[config.mk]
export PLATFORM = sky130hd
export DESIGN_NAME = hilo_div_ctrl
export DESIGN_NICKNAME = d
export VERILOG_FILES = /design/src/rtl/hilo_div_ctrl.sv
export SDC_FILE = /design/constraint.sdc
export NUM_CORES = 1
export LEC_CHECK = 0
export CAP_MARGIN = 5
export CORE_ASPECT_RATIO = 1.2
export CORE_MARGIN = 5
export CORE_UTILIZATION = 40
export DETAILED_ROUTE_END_ITERATION = 8
export SYNTH_ARGS = -nofsm -noshare
export SYNTH_HDL_FRONTEND = slang
export SYNTH_SLANG_ARGS = --single-unit
[constraint.sdc]
create_clock -name clk -period 20.6 [get_ports clk]
set_input_delay 6.18 -clock clk [delete_from_list [all_inputs] [get_ports clk]]
set_output_delay 6.18 -clock clk [all_outputs]
set_load 0.01 [all_outputs]
[src/rtl/hilo_div_ctrl.sv]
// hilo_div_ctrl
// Multi-cycle divide sequencer for the HI/LO result path. A DIV/DIVU issue
// from EX is run as a radix-2 restoring divide on operand magnitudes, one
// quotient bit per cycle. The pipeline is held while the divide runs. The
// quotient (LO) and remainder (HI) are then presented for one cycle with a
// writeHILO strobe to the MEM-stage HI/LO write path.
//
// Ports:
//   clk          clock, rising edge
//   rst          asynchronous active-high reset
//   start_i      issue request, sampled only in IDLE
//   signed_i     1 = DIV (signed), 0 = DIVU; captured with start_i
//   dividend_i   dividend; captured with start_i
//   divisor_i    divisor; captured with start_i
//   cancel_i     pipeline flush; aborts any operation
//   stall_o      pipeline stall request
//   done_o       one-cycle result-valid pulse
//   writeHILO_o  2'b11 while the result is written, else 2'b00
//   HI_data_o    remainder (registered, holds outside DONE)
//   LO_data_o    quotient  (registered, holds outside DONE)
//   divByZero_o  present only when HILO_DIV_ZERO_FLAG_EN is defined;
//                high with done_o when the captured divisor was zero
//
// Optional feature macro: HILO_DIV_ZERO_FLAG_EN

module hilo_div_ctrl #(
    parameter int WIDTH = 32
) (
    input  logic             clk,
    input  logic             rst,
    input  logic             start_i,
    input  logic             signed_i,
    input  logic [WIDTH-1:0] dividend_i,
    input  logic [WIDTH-1:0] divisor_i,
    input  logic             cancel_i,
    output logic             stall_o,
    output logic             done_o,
    output logic [1:0]       writeHILO_o,
    output logic [WIDTH-1:0] HI_data_o,
    output logic [WIDTH-1:0] LO_data_o
`ifdef HILO_DIV_ZERO_FLAG_EN
    ,
    output logic             divByZero_o
`endif
);

    localparam int CNT_W = (WIDTH > 1) ? $clog2(WIDTH) : 1;

    typedef enum logic [1:0] {
        IDLE,
        RUN,
        DONE
    } state_t;

    state_t state, state_next;

    logic [CNT_W-1:0] counter;
    logic [WIDTH-1:0] rem;
    logic [WIDTH-1:0] quo;
    logic [WIDTH-1:0] div_mag;
    logic             neg_quo;
    logic             neg_rem;

    logic             accept;
    logic             last_iter;
    logic             divisor_zero;
    logic [WIDTH-1:0] dividend_mag;
    logic [WIDTH-1:0] divisor_mag;
    logic [WIDTH:0]   rem_shift;
    logic [WIDTH:0]   rem_trial;
    logic [WIDTH-1:0] rem_next;
    logic [WIDTH-1:0] quo_next;

`ifdef HILO_DIV_ZERO_FLAG_EN
    logic             dbz_flag;
`endif

    // Signed operands are reduced to magnitudes up front so that the
    // iteration itself is purely unsigned; the sign fix-up happens once when
    // the result is registered. The most negative value maps onto itself,
    // which is still the correct unsigned magnitude.
    always_comb begin
        divisor_zero = (divisor_i == '0);
        dividend_mag = (signed_i && dividend_i[WIDTH-1]) ? -dividend_i : dividend_i;
        divisor_mag  = (signed_i && divisor_i[WIDTH-1])  ? -divisor_i  : divisor_i;
    end

    // One restoring step: shift {rem, quo} left, trial-subtract the divisor.
    // rem is always below div_mag, so the shifted value fits in WIDTH+1 bits
    // and a kept difference fits back into WIDTH bits.
    always_comb begin
        rem_shift = {rem, quo[WIDTH-1]};
        rem_trial = rem_shift - {1'b0, div_mag};
        if (!rem_trial[WIDTH]) begin
            rem_next = rem_trial[WIDTH-1:0];
            quo_next = {quo[WIDTH-2:0], 1'b1};
        end else begin
            rem_next = rem_shift[WIDTH-1:0];
            quo_next = {quo[WIDTH-2:0], 1'b0};
        end
    end

    always_ff @(posedge clk or posedge rst) begin
        if (rst) begin
            state <= IDLE;
        end else begin
            state <= state_next;
        end
    end

    // Cancel outranks everything. In DONE it suppresses the strobe in the same
    // cycle; in RUN it drops straight back to IDLE without a write.
    always_comb begin
        state_next  = state;
        stall_o     = 1'b0;
        done_o      = 1'b0;
        writeHILO_o = 2'b00;
        accept      = 1'b0;
        last_iter   = 1'b0;
        case (state)
            IDLE: begin
                if (start_i && !cancel_i) begin
                    accept     = 1'b1;
                    stall_o    = 1'b1;
                    state_next = divisor_zero ? DONE : RUN;
                end
            end
            RUN: begin
                stall_o = 1'b1;
                if (cancel_i) begin
                    state_next = IDLE;
                end else if (counter == CNT_W'(WIDTH - 1)) begin
                    last_iter  = 1'b1;
                    state_next = DONE;
                end
            end
            DONE: begin
                if (!cancel_i) begin
                    done_o      = 1'b1;
                    writeHILO_o = 2'b11;
                end
                state_next = IDLE;
            end
            default: begin
                state_next = IDLE;
            end
        endcase
    end

    // Result registers are loaded on the transition into DONE so they are
    // valid during DONE and simply hold afterwards. A divide by zero loads
    // them directly at issue time and bypasses the iteration.
    always_ff @(posedge clk or posedge rst) begin
        if (rst) begin
            counter   <= '0;
            rem       <= '0;
            quo       <= '0;
            div_mag   <= '0;
            neg_quo   <= 1'b0;
            neg_rem   <= 1'b0;
            HI_data_o <= '0;
            LO_data_o <= '0;
        end else if (accept) begin
            counter <= '0;
            rem     <= '0;
            quo     <= dividend_mag;
            div_mag <= divisor_mag;
            neg_quo <= signed_i & (dividend_i[WIDTH-1] ^ divisor_i[WIDTH-1]);
            neg_rem <= signed_i & dividend_i[WIDTH-1];
            if (divisor_zero) begin
                LO_data_o <= '1;
                HI_data_o <= dividend_i;
            end
        end else if (state == RUN && !cancel_i) begin
            counter <= counter + 1'b1;
            rem     <= rem_next;
            quo     <= quo_next;
            if (last_iter) begin
                LO_data_o <= neg_quo ? -quo_next : quo_next;
                HI_data_o <= neg_rem ? -rem_next : rem_next;
            end
        end
    end

`ifdef HILO_DIV_ZERO_FLAG_EN
    always_ff @(posedge clk or posedge rst) begin
        if (rst) begin
            dbz_flag <= 1'b0;
        end else if (accept) begin
            dbz_flag <= divisor_zero;
        end
    end

    assign divByZero_o = done_o & dbz_flag;
`endif

endmodule

* Word-level counts from Yosys, hierarchy flattened
Cells that the tools add are included.
** Storage, ports and cells
- Register bits :: 169
- Output and inout port bits :: 68
- Logic and storage cells :: 70
** Cells by class
- Add/sub/neg operators :: 6
- Eq/ne operators :: 6
- Multiplexer cells :: 35
- Bitwise gates (word level) :: 3
- Reductions and logical operators :: 11
** Operator list (count)
- $mux 32 :: 17
- $neg 32->32 :: 4
- $sub 33x32->33 :: 1
- $logic_not 32->1 :: 1
- $mux 2 :: 6
- $mux 5 :: 2
- $mux 1 :: 8
- $add 5x1->5 const B :: 1
- $eq 5x5->1 const B :: 1
- $logic_and 1x1->1 :: 4
- $pmux 2 s2 :: 1
- $reduce_bool 2->1 :: 2
- $ne 3x3->1 const B :: 1
- $reduce_and 3->1 :: 1
- $and 1x1->1 :: 2
- $eq 2x1->1 const B :: 1
- $eq 2x2->1 const B :: 1
- $logic_not 2->1 :: 1
- $ne 2x1->1 const B :: 1
- $ne 2x2->1 const B :: 1
- $pmux 1 s2 :: 1
- $reduce_and 2->1 :: 1
- $logic_not 1->1 :: 1
- $xor 1x1->1 :: 1

* Longest topological paths before layout
Gate-level depths: netlist of run 1.
- Word-level depth :: 7
- Gate-level depth with buffers :: 25
- Gate-level depth less buffers :: 23

* Least setup slack after synthesis of run 1
No wires, ideal clock.
- Path kind :: input -> output
- Start point :: input cancel_i
- End point :: output writeHILO_o[0]
- Arrival time :: 6.807 ns
- Slack :: 7.613 ns
- Stages :: 2
- Buffers on the path :: 1
- Path through :: nor3b_1 -> buf_4
** On the way
- Word-level cells in the longest chain between the ends :: 2
** RTL lines
- start: declaration :: line 35 : input logic cancel_i,
- $mux 2 :: line 138 : if (!cancel_i) begin
- $mux 2 :: line 120 : case (state)
- end: declaration :: line 38 : output logic [1:0] writeHILO_o,
Every way passes these cells.

* Worst setup path in the final report of run 1
- Start point :: input cancel_i
- End point :: output writeHILO_o[1]
The elaborated chain is that of the path after synthesis.

==> results.py, run 1 <==
metrics = {
    "power_and_ir_drop": {
        "power_frac_clock": 0.170,
        "powerDensity_mw_per_mm2": 129,
        "p_seq_frac": 0.252,
        "intPower_uw": 992,
        "netSwitchingFraction": 0.472,
        "ir_drop_mv": 0.0673,
        "netSwitchingPower_uw": 886,
        "pwr-share-comb": 0.578,
        "p_leak_nw": 5.91,
    },
    "timing": {
        "relSlewSlack": 0.329,
        "finalClockSkew_ns": 0.0102,
        "max_freq_mhz": 72.4,
        "fin_hold_ws_ns": 0.480,
        "rsz0062_at_grt": "false",
        "fin_crit_sh": 0.671,
        "drv_slew": 0,
        "finalSetupTns_ns": 0,
        "hold_viol_final": 0,
        "worst_pin_slew_ns": 1.00,
        "min_period_ns": 13.82,
        "setup_viol": 0,
    },
    "cts": {
        "cts_setup_buffers": 0,
        "insertion_delay_ns": 0.45,
        "ctsHoldBuffers": 0,
        "post_cts_resized": 0,
        "path_clk_slew_ns": 0.06,
        "cts_buffers": 17,
        "cts_tree": "done",
        "clock_sinks": 169,
        "htree_num_levels": 4,
        "cts_root_buf": "clkbuf_16",
        "cts_max_path_buffers": 2,
    },
    "final_layout": {
        "drive_gt1_frac": 0.0506,
        "syn_to_final_growth_pct": 16.5,
        "utilization": 0.474,
        "antenna_cells": 0,
        "nNetsFinal": 1714,
        "fillerInstances": 3030,
    },
    "floorplan": {
        "ios": 137,
        "die_h_microns": 203,
        "start_util": 0.407,
        "die_w_microns": 171,
        "rows": 70,
        "die_area_sq_mm": 0.0348,
        "core_sq_mm": 0.0306,
    },
    "global_route": {
        "grtUsageTotal": 0.206,
        "grt_overflow_total": 0,
        "grt_max_degree": 167,
        "antenna_found_initial": 0,
        "grt_first_pass_wirelength_mm": 58.4,
        "grt_pass1_vias": 11100,
    },
    "drt": {
        "ant_nets": 0,
        "drtPass1Iterations": 5,
        "wl_per_cell_microns": 17.7,
        "via_per_inst": 5.61,
        "drt_iter0_drc": 825,
        "vias": 11300,
        "routed_wl_mm": 35.7,
        "drc": 0,
    },
    "synthesis": {
        "syn_inst": 1537,
        "async_flop_share": 1.00,
        "synthDistinctLibCells": 84,
        "syn_nets": 1645,
        "synth_seq_cells": 169,
        "synth-seq-area-share": 0.340,
        "yosysWarningCount": 0,
        "ys_dominant_reg_cell": "dfrtp_1",
        "netlist_area_sq_mm": 0.0124,
        "synth_edf_count": 0,
        "syn_avg_cell_area_sq_um": 8.10,
    },
    "worst_setup_path": {
        "worstPathMaxFanout": 4,
        "crit_arrival_ns": 7.64,
        "crit_type": "input port to output port",
        "start_kind": "input port",
        "cp-end-kind": "output port",
        "cp.required_ns": 14.42,
    },
    "flow_run": {
        "maxCapViolations": 0,
    },
    "min_path": {
        "hp-class": "register to register",
    },
    "placement": {
        "place_congestion": 0.876,
        "io_buffer_count": 136,
        "dp_hpwl_mm": 26.4,
    },
    "status": {
        "outcome": "finished clean",
    },
}
==> final cells by class <==
| cell class | instances | area (sq um) | share of cell area |
|---|---|---|---|
| clock buffer | 20 | 457 | 0.0315 |
| clock inverter | 12 | 115 | 0.00794 |
| inverter | 57 | 221 | 0.0153 |
| multi-input combinational | 1213 | 7520 | 0.519 |
| sequential | 169 | 4230 | 0.292 |
| tap | 396 | 495 | 0.0342 |
| timing repair buffer | 148 | 1460 | 0.101 |
==> power by group through the flow <==
stage | logic, mW | clock network [mW] | registers, mW
5_1_grt | 1.21 | 0.336 | 0.483
6_report | 1.09 | 0.319 | 0.473
3_3_place_gp | 1.06 | 0 | 0.476
2_1_floorplan | 0.837 | 0 | 0.452
4_1_cts | 1.08 | 0.325 | 0.471
3_5_place_dp | 1.08 | 0 | 0.477
==> registers in the layout (all words and copies together) (netlist names) <==
| name | cells |
|---|---|
| HI_data_o | 32 |
| state | 2 |
| div_mag | 32 |
| quo | 32 |
| neg_quo | 1 |
| counter | 5 |
| rem | 32 |
| LO_data_o | 32 |
| neg_rem | 1 |
==> critical path, stage by stage <==
cell and delay, ns:
clkdlybuf4s50_1 0.50, nor3b_1 0.34, clkdlybuf4s50_1 0.62
==> layer usage <==
layer  wire length (microns)  vias to the layer above  track usage
met1                   16400                     5293        0.282
met4                     799                        0       0.0603
met2                   16800                      302        0.341
met3                    1670                       49       0.0277
li1                        -                     5653            -
met5                       0                        -            0
==> cells in the mapped netlist, types with 29 or more instances <==
cell type / instances / area (sq um)
o21ai_0: 124 / 621
mux2i_1: 29 / 290
nand2_1: 224 / 841
nor2_1: 148 / 556
dfrtp_1: 169 / 4230
xor2_1: 66 / 578
ha_1: 38 / 475
a21oi_1: 95 / 475
inv_1: 55 / 206
a31oi_1: 68 / 425
xnor2_1: 68 / 596
clkbuf_1: 67 / 251
==> path summary, 6_finish.rpt <==
check | from | endpoint | slack [ns] | cells after the start
setup / recovery | cancel_i | writeHILO_o[1] | 6.78 | 3
hold / removal | div_mag[15]$_DFFE_PP0P_ | div_mag[15]$_DFFE_PP0P_ | 0.48 | 2
setup reg to reg | quo[31]$_DFFE_PP0P_ | HI_data_o[28]$_DFFE_PP0P_ | 14.85 | 20
hold reg to reg | div_mag[15]$_DFFE_PP0P_ | div_mag[15]$_DFFE_PP0P_ | 0.48 | 2
max in group asynchronous | rst | rem[24]$_DFFE_PP0P_ | 12.83 | 3
min in group asynchronous | rst | LO_data_o[4]$_DFFE_PP0P_ | 6.30 | 2
==> through the flow <==
step,instance area (sq um),total power [mW],setup slack [ns],std cells
floorplan,12400,1.29,7.61,1537
global placement,13900,1.54,6.85,1983
detailed placement,13900,1.55,6.78,1983
CTS,14500,1.88,6.77,2015
global route,14500,2.03,6.73,2015
finish,14500,1.88,6.78,2015
==> layout by cell type, fill, tap and decap left out, drive strengths merged, types with 6 or more instances in the layout <==
| cell | count |
|---|---|
| o211ai | 18 |
| clkdlybuf4s50 | 136 |
| o41ai | 14 |
| o31ai | 21 |
| a21boi | 8 |
| nand2b | 13 |
| nor4 | 26 |
| o31a | 6 |
| a22o | 6 |
| a31oi | 68 |
| nor2 | 149 |
| clkbuf | 20 |
| a21oi | 97 |
| and3 | 11 |
| nor2b | 6 |
| dfrtp | 169 |
| nor3 | 29 |
| nand4 | 15 |
| a21o | 7 |
| o21a | 9 |
| ha | 38 |
| or4 | 16 |
| buf | 12 |
| nand3 | 19 |
| xnor2 | 68 |
| nand2 | 224 |
| mux2i | 29 |
| and2 | 10 |
| inv | 60 |
| o22a | 14 |
| or3 | 15 |
| o21ai | 132 |
| xor2 | 66 |
| a211oi | 9 |
==> cells by family (layout without fill, tap and decap cells) <==
family                   count (synthesis)  count (layout)  share of synthesized area
adder cells (fa/ha/maj)                 39              39                     0.0398
multiplexers                            33              33                     0.0269
AO/OA/AOI/OAI                          450             450                      0.235
XOR/XNOR                               134             134                     0.0943
buffers and inverters                  155             237                     0.0570
flip-flops                             169             169                      0.340
AND/OR/NAND/NOR                        557             557                      0.207
No activity file was read; power rests on OpenSTA's default activity.
==> run 2: changes to the inputs <==
clock period = 12.42 ns   (was 20.6 ns; I/O delays follow)
==> run 2 against run 1 <==
Cell count stayed put. Utilization rose by 0.21 points. Non-clock buffer count rose by 2. Combinational power increased by 65%. Largest cell class unchanged.
==> results.py, run 2 (synthesis results as in run 1) <==
metrics = {
    "power_and_ir_drop": {
        "power_frac_clock": 0.183,
        "pwr-share-comb": 0.569,
        "netSwitchingFraction": 0.460,
        "p_seq_frac": 0.249,
        "powerDensity_mw_per_mm2": 217,
        "p_leak_nw": 5.95,
        "power_mw": 3.16,
        "ir_drop_mv": 0.113,
        "netSwitchingPower_mw": 1.45,
        "intPower_mw": 1.71,
    },
    "global_route": {
        "grt_use_met1": 0.277,
        "grt_overflow_total": 0,
        "grt_first_pass_wirelength_mm": 58.0,
        "grt.busiest_layer": "met2",
        "grt_pass1_vias": 11000,
        "antenna_found_initial": 0,
        "met2_usage": 0.347,
        "gr-usage-met3": 0.0273,
        "grtUsageTotal": 0.205,
        "grt_max_degree": 92,
    },
    "min_path": {
        "min-delay-start": "div_mag[24]$_DFFE_PP0P_",
        "whs_path_depth": 2,
        "hp-class": "register to register",
        "worstHoldEndpoint": "div_mag[24]$_DFFE_PP0P_",
    },
    "final_layout": {
        "syn_to_final_growth_pct": 17.1,
        "final_common_cell": "nand2_1",
        "stdcell_count": 2015,
        "antenna_cells": 0,
        "mostFrequentLayoutCells": "224 x nand2_1, 169 x dfrtp_1, 147 x nor2_1, 136 x clkdlybuf4s50_1, 124 x o21ai_0",
        "nNetsFinal": 1716,
        "drive_gt1_frac": 0.0513,
    },
    "cts": {
        "cts_tree": "done",
        "insertion_delay_ns": 0.43,
        "cts_setup_buffers": 0,
        "htree_num_levels": 4,
        "clock_sinks": 169,
        "cts_max_path_buffers": 2,
        "path_clk_slew_ns": 0.06,
        "post_cts_resized": 0,
        "cts_buffers": 17,
        "cts_root_buf": "clkbuf_16",
        "ctsHoldBuffers": 0,
    },
    "flow_run": {
        "maxCapViolations": 0,
    },
    "timing": {
        "drv_slew": 0,
        "finalSetupTns_ns": 0,
        "rsz0062_at_grt": "false",
        "worst_pin_slew_ns": 0.992,
        "relSlewSlack": 0.337,
        "max_freq_mhz": 112,
        "setup_viol": 0,
        "fin_crit_sh": 0.716,
        "min_period_ns": 8.89,
        "finalClockSkew_ns": 0.00806,
        "fin_hold_ws_ns": 0.477,
        "hold_viol_final": 0,
    },
    "worst_setup_path": {
        "r2r_start": "quo[31]$_DFFE_PP0P_",
        "crit_chain": "clkdlybuf4s50_1, nor3b_1, clkdlybuf4s50_1",
        "cpMostUsedCell": "clkdlybuf4s50_1",
        "rrSetupSlack_ns": 6.45,
        "critPathSlowestCell": "clkdlybuf4s50_1",
        "path_delay_family": "buffers and inverters",
        "path_buf_inv": 2,
        "worstPathMaxFanout": 4,
        "cp.required_ns": 8.69,
        "worst_r2r_endpoint": "HI_data_o[28]$_DFFE_PP0P_",
        "reg2reg_depth": 22,
        "slowest_delay_ns": 0.61,
        "crit_type": "input port to output port",
        "cp-end-kind": "output port",
        "start_kind": "input port",
        "crit_arrival_ns": 5.17,
    },
    "drt": {
        "drtPass1Iterations": 5,
        "drc": 0,
        "wl_per_cell_microns": 17.7,
        "via_per_inst": 5.58,
        "drt_iter0_drc": 773,
        "vias": 11200,
        "routed_wl_mm": 35.6,
        "ant_nets": 0,
    },
    "floorplan": {
        "start_util": 0.407,
        "die_area_sq_mm": 0.0348,
        "ios": 137,
        "core_sq_mm": 0.0306,
        "die_h_microns": 203,
        "die_w_microns": 171,
        "rows": 70,
    },
    "placement": {
        "place_congestion": 0.881,
        "io_buffer_count": 136,
        "dp_cells": 1985,
        "dp_hpwl_mm": 26.9,
    },
    "status": {
        "outcome": "finished clean",
    },
}
==> run 2: cell type report <==
class	count	area [sq um]
Inverter	57	221
Sequential cell	169	4230
Clock inverter	10	168
Timing Repair Buffer	150	1470
Clock buffer	20	467
Fill cell	3094	16000
Tap cell	396	495
Multi-Input combinational cell	1213	7520
==> run 2: tightest hold or removal path, cell delays in order (launching register included) <==
cell	delay (ns)
dfrtp_1	0.34
nand2_1	0.05
o21ai_0	0.06
==> run 2: how the worst max path moves through the flow <==
| stage | from | slack, ns | to | cells past startpoint |
|---|---|---|---|---|
| finish | cancel_i | 3.53 | done_o | 3 |
| global route | divisor_i[6] | 3.30 | HI_data_o[31]$_DFFE_PP0P_ | 17 |
| CTS | cancel_i | 3.52 | done_o | 3 |
| detailed placement | divisor_i[6] | 3.30 | HI_data_o[31]$_DFFE_PP0P_ | 17 |
| global placement | divisor_i[6] | 3.32 | HI_data_o[31]$_DFFE_PP0P_ | 17 |
| floorplan | rst | 4.12 | HI_data_o[0]$_DFFE_PP0P_ | 1 |
==> run 2: power groups by stage <==
| stage | Combinational [mW] | Clock (mW) | Sequential (mW) |
|---|---|---|---|
| final | 1.80 | 0.578 | 0.786 |
| after global routing | 2.00 | 0.609 | 0.803 |
| after CTS | 1.79 | 0.589 | 0.784 |
| after detailed placement | 1.78 | 0 | 0.793 |
| after global placement | 1.76 | 0 | 0.790 |
| after floorplan | 1.39 | 0 | 0.750 |
==> run 2: through the flow <==
step	utilization	instance area [sq um]	worst slack, ns
after floorplan	-	12400	4.12
after global placement	0.456	13900	3.32
after detailed placement	0.456	13900	3.30
after CTS	0.477	14600	3.52
after global routing	0.477	14600	3.30
final	0.477	14600	3.53
==> run 2: layer usage <==
metal  routed length, microns  up-vias  part of all wire
met5                        0        -                 0
met3                     1660       35             0.047
met4                      669        0             0.019
met2                    16900      276              0.48
li1                         -     5648                 -
met1                    16300     5276              0.46
